**src/rtl/lsu_pkg.sv**
```systemverilog
// lsu_pkg: shared widths, store-buffer entry type and default buffer depth for the load/store unit.
package lsu_pkg;
    localparam int ADDR_LINE    = 8;
    localparam int D_SIZE       = 16;
    localparam int LSU_SB_DEPTH = 2;

    typedef struct packed {
        logic [ADDR_LINE-1:0] addr;
        logic [D_SIZE-1:0]    data;
    } sb_entry_t;
endpackage

```
**src/rtl/lsu_if.sv**
```systemverilog
// lsu_if: pipeline request/response and data-memory port bundle of the load/store unit.
interface lsu_if;
    import lsu_pkg::*;
    logic                 req_valid;
    logic                 req_ready;
    logic                 req_rw;
    logic [ADDR_LINE-1:0] req_addr;
    logic [D_SIZE-1:0]    req_wdata;
    logic                 rsp_valid;
    logic [D_SIZE-1:0]    rsp_rdata;
    logic                 mem_update;
    logic                 mem_rw;
    logic [ADDR_LINE-1:0] mem_addr;
    logic [D_SIZE-1:0]    mem_wdata;
    logic [D_SIZE-1:0]    mem_rdata;
    logic                 sb_empty;

    modport master (
        output req_valid, req_rw, req_addr, req_wdata, mem_rdata,
        input  req_ready, rsp_valid, rsp_rdata, mem_update, mem_rw, mem_addr, mem_wdata, sb_empty
    );
    modport slave (
        input  req_valid, req_rw, req_addr, req_wdata, mem_rdata,
        output req_ready, rsp_valid, rsp_rdata, mem_update, mem_rw, mem_addr, mem_wdata, sb_empty
    );
endinterface

```
**src/rtl/lsu_store_buf.sv**
```systemverilog
// lsu_store_buf: in-order circular store buffer; LSU_STORE_FWD_EN adds a youngest-match lookup port.
module lsu_store_buf
    import lsu_pkg::*;
#(
    parameter int DEPTH = LSU_SB_DEPTH
) (
    input  logic                 clk,
    input  logic                 reset,
    input  logic                 push,
    input  logic                 pop,
    input  sb_entry_t            push_entry,
    output sb_entry_t            head,
    output logic                 full,
    output logic                 empty
`ifdef LSU_STORE_FWD_EN
    ,
    input  logic [ADDR_LINE-1:0] lookup_addr,
    output logic                 hit,
    output logic [D_SIZE-1:0]    hit_data
`endif
);
    localparam int PW = $clog2(DEPTH);

    sb_entry_t     ent_q [DEPTH];
    sb_entry_t     ent_d [DEPTH];
    logic [PW-1:0] head_q, head_d, tail_q, tail_d;
    logic [PW:0]   count_q, count_d;

    always_comb begin
        ent_d = ent_q;
        if (push) ent_d[tail_q] = push_entry;
        head_d  = head_q + PW'(pop);
        tail_d  = tail_q + PW'(push);
        count_d = count_q + (PW+1)'(push) - (PW+1)'(pop);
    end

    assign head  = ent_q[head_q];
    assign full  = count_q == (PW+1)'(DEPTH);
    assign empty = count_q == '0;

`ifdef LSU_STORE_FWD_EN
    // Walk oldest to youngest so the last hit seen is the youngest store.
    always_comb begin
        hit      = 1'b0;
        hit_data = '0;
        for (int i = 0; i < DEPTH; i++) begin
            if ((PW+1)'(i) < count_q && ent_q[head_q + PW'(i)].addr == lookup_addr) begin
                hit      = 1'b1;
                hit_data = ent_q[head_q + PW'(i)].data;
            end
        end
    end
`endif

    always_ff @(posedge clk or posedge reset) begin
        if (reset) begin
            head_q  <= '0;
            tail_q  <= '0;
            count_q <= '0;
            for (int i = 0; i < DEPTH; i++) ent_q[i] <= '0;
        end else begin
            head_q  <= head_d;
            tail_q  <= tail_d;
            count_q <= count_d;
            ent_q   <= ent_d;
        end
    end
endmodule

```
**src/rtl/lsu.sv**
```systemverilog
// lsu: load/store unit arbitrating one shared memory port between loads and store-buffer drains.
// LSU_STORE_FWD_EN: loads forward from buffered stores instead of waiting for the buffer to drain.
module lsu
    import lsu_pkg::*;
#(
    parameter int SB_DEPTH = LSU_SB_DEPTH
) (
    input logic  clk,
    input logic  reset,
    lsu_if.slave bus
);
    logic              full, empty, ld, st, drain;
    logic [D_SIZE-1:0] load_data;
    sb_entry_t         head, push_entry;
    logic              rsp_valid_q, rsp_valid_d;
    logic [D_SIZE-1:0] rsp_rdata_q, rsp_rdata_d;
`ifdef LSU_STORE_FWD_EN
    logic              hit;
    logic [D_SIZE-1:0] hit_data;
`endif

    lsu_store_buf #(.DEPTH(SB_DEPTH)) u_sb (
        .clk        (clk),
        .reset      (reset),
        .push       (st),
        .pop        (drain),
        .push_entry (push_entry),
        .head       (head),
        .full       (full),
        .empty      (empty)
`ifdef LSU_STORE_FWD_EN
        ,
        .lookup_addr(bus.req_addr),
        .hit        (hit),
        .hit_data   (hit_data)
`endif
    );

`ifdef LSU_STORE_FWD_EN
    assign bus.req_ready = !full;
    assign load_data     = hit ? hit_data : bus.mem_rdata;
`else
    assign bus.req_ready = !full && !(bus.req_valid && !bus.req_rw && !empty);
    assign load_data     = bus.mem_rdata;
`endif

    // Requests seen while reset is high are ignored so the port stays idle.
    always_comb begin
        push_entry     = '{addr: bus.req_addr, data: bus.req_wdata};
        ld             = bus.req_valid && bus.req_ready && !bus.req_rw && !reset;
        st             = bus.req_valid && bus.req_ready && bus.req_rw && !reset;
        drain          = !ld && !empty;
        bus.mem_update = drain;
        bus.mem_rw     = drain;
        bus.mem_addr   = ld ? bus.req_addr : drain ? head.addr : '0;
        bus.mem_wdata  = drain ? head.data : '0;
        bus.sb_empty   = empty;
        rsp_valid_d    = ld;
        rsp_rdata_d    = ld ? load_data : rsp_rdata_q;
    end

    assign bus.rsp_valid = rsp_valid_q;
    assign bus.rsp_rdata = rsp_rdata_q;

    always_ff @(posedge clk or posedge reset) begin
        if (reset) begin
            rsp_valid_q <= 1'b0;
            rsp_rdata_q <= '0;
        end else begin
            rsp_valid_q <= rsp_valid_d;
            rsp_rdata_q <= rsp_rdata_d;
        end
    end
endmodule

```
**src/flat_wrapper.sv**
```systemverilog
// flat-port wrapper written by rule: the top's interface ports become plain ports
module lsu_flat import lsu_pkg::*;
#(
    parameter int SB_DEPTH = LSU_SB_DEPTH
)
  (clk, reset, bus_req_valid, bus_req_rw, bus_req_addr, bus_req_wdata, bus_mem_rdata, bus_req_ready, bus_rsp_valid, bus_rsp_rdata, bus_mem_update, bus_mem_rw, bus_mem_addr, bus_mem_wdata, bus_sb_empty);
  lsu_if bus_i ();
  input logic clk;
  input logic reset;
  input wire logic [$bits(bus_i.req_valid)-1:0] bus_req_valid;
  input wire logic [$bits(bus_i.req_rw)-1:0] bus_req_rw;
  input wire logic [$bits(bus_i.req_addr)-1:0] bus_req_addr;
  input wire logic [$bits(bus_i.req_wdata)-1:0] bus_req_wdata;
  input wire logic [$bits(bus_i.mem_rdata)-1:0] bus_mem_rdata;
  output wire logic [$bits(bus_i.req_ready)-1:0] bus_req_ready;
  output wire logic [$bits(bus_i.rsp_valid)-1:0] bus_rsp_valid;
  output wire logic [$bits(bus_i.rsp_rdata)-1:0] bus_rsp_rdata;
  output wire logic [$bits(bus_i.mem_update)-1:0] bus_mem_update;
  output wire logic [$bits(bus_i.mem_rw)-1:0] bus_mem_rw;
  output wire logic [$bits(bus_i.mem_addr)-1:0] bus_mem_addr;
  output wire logic [$bits(bus_i.mem_wdata)-1:0] bus_mem_wdata;
  output wire logic [$bits(bus_i.sb_empty)-1:0] bus_sb_empty;
  assign bus_i.req_valid = bus_req_valid;
  assign bus_i.req_rw = bus_req_rw;
  assign bus_i.req_addr = bus_req_addr;
  assign bus_i.req_wdata = bus_req_wdata;
  assign bus_i.mem_rdata = bus_mem_rdata;
  assign bus_req_ready = bus_i.req_ready;
  assign bus_rsp_valid = bus_i.rsp_valid;
  assign bus_rsp_rdata = bus_i.rsp_rdata;
  assign bus_mem_update = bus_i.mem_update;
  assign bus_mem_rw = bus_i.mem_rw;
  assign bus_mem_addr = bus_i.mem_addr;
  assign bus_mem_wdata = bus_i.mem_wdata;
  assign bus_sb_empty = bus_i.sb_empty;
  lsu #(.SB_DEPTH(SB_DEPTH)) u_core (.clk(clk), .reset(reset), .bus(bus_i));
endmodule
```
**config.mk**
```make
export PLATFORM = sky130hd
export DESIGN_NAME = lsu_flat
export DESIGN_NICKNAME = d
export VERILOG_FILES = /design/src/rtl/lsu_pkg.sv /design/src/rtl/lsu_if.sv /design/src/rtl/lsu_store_buf.sv /design/src/rtl/lsu.sv /design/src/flat_wrapper.sv
export SDC_FILE = /design/constraint.sdc
export NUM_CORES = 1
export LEC_CHECK = 0
export ABC_CLOCK_PERIOD_IN_PS = 2100
export CELL_PAD_IN_SITES_DETAIL_PLACEMENT = 1
export CELL_PAD_IN_SITES_GLOBAL_PLACEMENT = 1
export CORE_MARGIN = 8
export CORE_UTILIZATION = 40
export CTS_CLUSTER_DIAMETER = 120
export DETAILED_ROUTE_END_ITERATION = 10
export PLACE_DENSITY = 0.89
export SYNTH_ARGS = -nofsm -noshare
export SYNTH_HDL_FRONTEND = slang
export SYNTH_HIERARCHICAL = 1
export SYNTH_SLANG_ARGS = --single-unit
```
**constraint.sdc**
```tcl
create_clock -name clk -period 2.1 [get_ports clk]
set_input_delay 0.525 -clock clk [delete_from_list [all_inputs] [get_ports clk]]
set_output_delay 0.525 -clock clk [all_outputs]
set_load 0.03 [all_outputs]
```
==> results of run 1 <==
routing by layer:
| layer | vias to the layer above | GRT usage, % |
|---|---|---|
| met5 | - | 0 |
| met4 | 0 | 6.268 |
| met3 | 13 | 3.224 |
| met2 | 41 | 28.29 |
| met1 | 1119 | 17.44 |
| li1 | 979 | - |
report_power, final:
part / switching [mW] / leakage (nW) / internal, mW
combinational: 2.50 / 1.41 / 3.16
clock: 0.512 / 0.130 / 0.888
sequential: 0.448 / 0.837 / 1.99
synthesized netlist by cell type, drive strengths merged:
master	number	share of area, %
mux2	88	36
dfrtp	69	49
nor2b	17	3.0
buf	13	5.8
a22o	8	2.0
inv	7	0.75
ha	4	1.4
a31oi	1	0.18
and2	1	0.18
and3	1	0.18
clkbuf	1	0.11
clkinv	1	0.11
nor2	1	0.11
nor3b	1	0.21
xor2	1	0.25
xor3	1	0.68
cell usage in the layout (no fill, tap or decap), types with 7 or more instances in the layout:
master,n
nor2b_1,7
a22o_1,8
buf_12,12
nor2b_4,10
buf_6,25
clkdlybuf4s50_1,57
clkbuf_8,12
dfrtp_1,68
mux2_4,71
buf_4,19
mux2_2,17
sequential cells by signal, summed over array words and instances, names as in the netlist:
register and count:
u_core/bus.rsp_rdata 16, u_core/bus.rsp_valid 1, u_core/u_sb/count_q 2, u_core/u_sb/ent_q 48, u_core/u_sb/head_q 1, u_core/u_sb/tail_q 1
worst register-to-register path: cells and delay by family, from the launching register on:
kind | cells | cell delay [ns]
DFF | 1 | 0.47
buffers and inverters | 4 | 0.50
muxes | 1 | 0.36
and+or+nand+nor | 3 | 0.49
what timing repair did:
action,in CTS,in global routing
hold buffers,0,0
pin swaps,4,10
cloned,0,1
endpoints found under the setup margin,35,26
setup buffers,5,7
resized for setup,114,32
through the flow:
stage / cells / instance area (sq um) / utilization [%] / setup TNS, ns
CTS: 437 / 4954 / 57.64 / -1.983
detailed placement: 416 / 4534 / 52.77 / -23.53
global route: 444 / 5124 / 59.62 / -3.364
finish: 444 / 5124 / 59.62 / -2.102
floorplan: 215 / 3522 / - / 0
global placement: 416 / 4534 / 52.77 / -17.64
cell type report:
cell class / instances / area [sq um]
Inverter: 8 / 32.53
Clock buffer: 13 / 168.9
Clock inverter: 3 / 90.09
Sequential cell: 69 / 1728
Timing Repair Buffer: 119 / 1304
Fill cell: 798 / 3470
Multi-Input combinational cell: 124 / 1665
Tap cell: 108 / 135.1
kinds of logic (layout without fill, tap and decap cells):
logic type,Yosys count,after routing,share of synthesized area [%]
AO/OA/AOI/OAI,9,9,2.176
flip-flops,69,69,49.23
XOR/XNOR,2,2,0.9275
multiplexers,88,88,35.75
adder cells (fa/ha/maj),4,4,1.427
AND/OR/NAND/NOR,21,21,3.710
buffers and inverters,22,143,6.778
path summary, 6_finish.rpt:
kind | start | endpoint | slack (ns) | cells past startpoint
worst max-delay path | u_core/u_sb/count_q[0] | bus_mem_addr[4] | -0.17 | 6
worst min-delay path | reset | u_core/u_sb/tail_q | 0.47 | 3
worst max register to register | u_core/u_sb/count_q[0] | u_core/bus.rsp_rdata[2] | 0.16 | 8
worst min register to register | u_core/u_sb/ent_q[23] | u_core/u_sb/ent_q[23] | 0.51 | 1
max in group asynchronous | reset | u_core/bus.rsp_rdata[10] | 1.10 | 2
min in group clk | u_core/u_sb/ent_q[23] | u_core/u_sb/ent_q[23] | 0.51 | 1
==> results.txt, run 1 <==
status -> finished with violations
failing checks -> setup timing
cell area after synthesis -> 3507 sq um
DRC viols -> 0
drt via density -> 4.847
Net Count, Synth -> 263
worst path bufs/invs -> 2
PwrDens -> 1855 nW/um^2
Final WS setup -> -0.1723 ns
Top delay family on crit path -> simple AND/OR/NAND/NOR gates
fraction of layout cells with a size suffix above 1 -> 53.27%
WP data arrival -> 1.75 ns
Initial DRC Count -> 72
Post-DP HPWL -> 6.439 mm
initial core utilization -> 40.81%
Clk Latency, worst-skew pair -> 0.35 ns
Max-Cap Viols -> 0
fmax -> 0.4401 GHz
Hold WS -> 0.4727 ns
wire length per cell after detailed routing -> 21.29 um
All-Layer GR Usage -> 15.61%
overall die area -> 12020 sq um
global-route wire length before repair -> 14.04 mm
overall power -> 9.502 mW
Worst Path Class, Setup -> reg2out
final hold violations -> 0
Tcrit/Tclk final -> 108.2%
Post-Syn Instances -> 215
Top Metal Used -> met4
Ys Warns -> 6
CTS tree -> yes
Rel. slew slack -> 51.63%
initial antenna violation count -> 0
clock skew -> 0.008276 ns
router iterations before antenna repair -> 4
CTS Buf Count -> 9
final wirelength -> 9.453 mm
RSZ-0062 raised after global routing -> true
Worst path max stage delay -> 0.47 ns
number of synthesized register bits -> 69
Cell Rows -> 34
Hold Path Class -> in2async
remaining antenna violation count -> 0
CP most frequent cell -> buf_6
number of global-route vias before repair -> 2537
width of the die -> 109.6 um
pre-CTS setup slack -> -0.4296 ns
grt ovf -> 0
Avg Cell Area, Syn -> 16.31 sq um
routed vias -> 2152
CTS root buf -> clkbuf_8
Peak VDD IR -> 0.8815 mV
static leakage -> 2.379 nW
Critical Path RT -> 1.57 ns
Worst Tran Pin Value -> 0.7247 ns
clk sinks -> 69
Metal-1 WL -> 3.730 mm
Unique masters post-synth -> 19
CP startpoint kind -> flop
largest net degree at the start of global routing -> 53
Area Overhead vs Synth -> 46.09%
fin nets -> 379
CTS Buffer Depth -> 2
sequential share of the synthesized area -> 49.23%
Max Slew Vio Count -> 0
post-layout minimum cycle time -> 2.272 ns
clk slew on worst S/H paths -> 0.08 ns
core area -> 8593 sq um
PortBufs -> 88
routed wl met2 -> 5.224 mm
placer congestion estimate -> 0.7585
IO Pins -> 89
Ant. Diodes -> 0
CP endpoint kind -> output pin
chip height -> 109.6 um
DR WL met3 -> 333 um
crit path cell chain -> nor2b_4 > nor3b_4 > and3_4 > buf_6 > a22o_1 > buf_6
peak fanout along the critical path -> 4
CP max stage cell -> dfrtp_1
H-tree lvl count -> 3
Final setup viols -> 21
No activity file was read; power rests on OpenSTA's default activity.
==> inputs of run 2 (changes only) <==
--- a/config.mk
+++ b/config.mk
@@ -5,14 +5,14 @@
 export SDC_FILE = /design/constraint.sdc
 export NUM_CORES = 1
 export LEC_CHECK = 0
-export ABC_CLOCK_PERIOD_IN_PS = 2100
+export ABC_CLOCK_PERIOD_IN_PS = 1850
 export CELL_PAD_IN_SITES_DETAIL_PLACEMENT = 1
 export CELL_PAD_IN_SITES_GLOBAL_PLACEMENT = 1
 export CORE_MARGIN = 8
-export CORE_UTILIZATION = 40
+export CORE_UTILIZATION = 36
 export CTS_CLUSTER_DIAMETER = 120
 export DETAILED_ROUTE_END_ITERATION = 10
-export PLACE_DENSITY = 0.89
+export PLACE_DENSITY = 0.85
 export SYNTH_ARGS = -nofsm -noshare
 export SYNTH_HDL_FRONTEND = slang
 export SYNTH_HIERARCHICAL = 1
==> constraint.sdc (replaced) <==
create_clock -name clk -period 1.85 [get_ports clk]
set_input_delay 0.4625 -clock clk [delete_from_list [all_inputs] [get_ports clk]]
set_output_delay 0.4625 -clock clk [all_outputs]
set_load 0.03 [all_outputs]
==> run 2 against run 1 <==
The run still ends with setup timing left. Critical path type unchanged. Register-to-register slack got worse by 0.25 ns. Clock skew decreased by 0.0027 ns. Cell area increased by 2.7%. Combinational power increased by 13%. Flip-flop and latch count unchanged. Power increased by 11%. Final cell count increased by 7.4%. First-iteration DRC count decreased by 11%. Core utilization decreased by 4.8 points.
==> results.txt, run 2 (synthesis results as in run 1) <==
PortBufs -> 88
remaining antenna violation count -> 0
Area Overhead vs Synth -> 50.05%
overall power -> 10.50 mW
multi-input logic area -> 1730 sq um
Max Slew Vio Count -> 0
WP data arrival -> 1.76 ns
CTS tree -> yes
Clk Latency, worst-skew pair -> 0.35 ns
CTS Buf Count -> 9
crit path cell chain -> nor2b_4 > nor3b_2 > and3_4 > buf_6 > a22o_4 > buf_12
Hold WS -> 0.3210 ns
fraction of layout cells with a size suffix above 1 -> 56.40%
core area -> 9594 sq um
clk sinks -> 69
CTS Buffer Depth -> 2
Finished Core Util -> 54.85%
largest register by flop count -> u_core/u_sb/ent_q
Worst Tran Pin Value -> 0.3600 ns
Storage cell area -> 1729 sq um
drt via density -> 4.597
initial core utilization -> 36.55%
placed cells -> 444
fin nets -> 387
initial antenna violation count -> 0
final wirelength -> 9.434 mm
wire length per cell after detailed routing -> 19.78 um
most common cell after layout, fill and taps aside -> mux2_4
Reg2Reg Depth -> 6
H-tree lvl count -> 3
Fill cells -> 928
CP startpoint kind -> flop
number of global-route vias before repair -> 2548
Rel. slew slack -> 75.96%
commonest non-fill, non-tap cells in the layout -> 79 x mux2_4, 67 x dfrtp_1, 41 x clkdlybuf4s50_1
placer congestion estimate -> 0.7276
failing checks -> setup timing
All-Layer GR Usage -> 14.79%
router iterations before antenna repair -> 4
fmax -> 0.4495 GHz
Worst path depth -> 6
hold buffer count at CTS -> 0
status -> finished with violations
global-route wire length before repair -> 14.76 mm
PwrDens -> 1996 nW/um^2
worst path bufs/invs -> 2
Critical Path RT -> 1.39 ns
Worst Path Class, Setup -> reg2out
dpl cell area -> 4629 sq um
Initial DRC Count -> 64
clk slew on worst S/H paths -> 0.07 ns
largest net degree at the start of global routing -> 53
Hold Path Class -> in2async
overall die area -> 13160 sq um
Final WS setup -> -0.3745 ns
Ant. Diodes -> 0
CP max stage cell -> dfrtp_2
RSZ-0062 raised after global routing -> true
design area -> 5263 sq um
fin cells -> 477
pre-CTS setup slack -> -0.4895 ns
Peak VDD IR -> 0.8854 mV
routed vias -> 2193
Tcrit/Tclk final -> 120.2%
post-layout minimum cycle time -> 2.224 ns
Worst path max stage delay -> 0.44 ns
final hold violations -> 0
width of the die -> 114.7 um
Max-Cap Viols -> 0
max reg flops -> 48
Post-DP HPWL -> 6.122 mm
Top delay family on crit path -> simple AND/OR/NAND/NOR gates
peak fanout along the critical path -> 5
chip height -> 114.7 um
Cell Rows -> 36
clock skew -> 0.005533 ns
Final setup viols -> 44
grt ovf -> 0
total negative slack -> -8.295 ns
static leakage -> 2.493 nW
IO Pins -> 89
CTS root buf -> clkbuf_8
CP endpoint kind -> output pin
DRC viols -> 0
run 2: worst register-to-register path, cell delays in order, from the launching register on:
cell       delay (ns)
dfrtp_2          0.44
nor2b_4          0.15
nor3b_2          0.20
and2_2           0.26
ha_4             0.20
bufbuf_16        0.29
mux2_4           0.30
run 2: layer usage:
layer  part of all wire (%)  global-route usage [%]  wire length [um]
met1                     41                   17.29              3844
met2                     53                   25.13              4992
met3                    4.4                   4.325               417
met4                    1.9                   5.604               180
met5                      0                       0                 0
run 2: timing repair:
item	CTS	global route
gates resized for setup	148	15
pin swaps	11	3
buffers inserted	10	5
setup endpoints to repair	91	94
cloned	2	2
run 2: area by class of cell:
class / instances / area share [%]
Inverter: 8 / 0.6657
Tap cell: 133 / 3.162
Sequential cell: 69 / 32.86
Timing Repair Buffer: 127 / 26.37
Clock inverter: 7 / 1.712
Multi-Input combinational cell: 124 / 32.88
Clock buffer: 9 / 2.354
run 2: worst paths after layout:
kind	startpoint	to	slack [ns]
setup reg to reg	u_core/u_sb/count_q[1]	u_core/u_sb/ent_q[4]	-0.09
setup / recovery	u_core/u_sb/count_q[1]	bus_mem_addr[0]	-0.37
hold / removal	reset	u_core/bus.rsp_rdata[15]	0.32
max in group asynchronous	reset	u_core/u_sb/count_q[1]	1.24
hold reg to reg	u_core/u_sb/ent_q[15]	u_core/u_sb/ent_q[15]	0.50
min in group clk	u_core/u_sb/ent_q[15]	u_core/u_sb/ent_q[15]	0.50
run 2: power breakdown:
group / internal [mW] / switching (mW)
registers: 2.27 / 0.477
clock network: 0.751 / 0.591
logic: 3.58 / 2.84
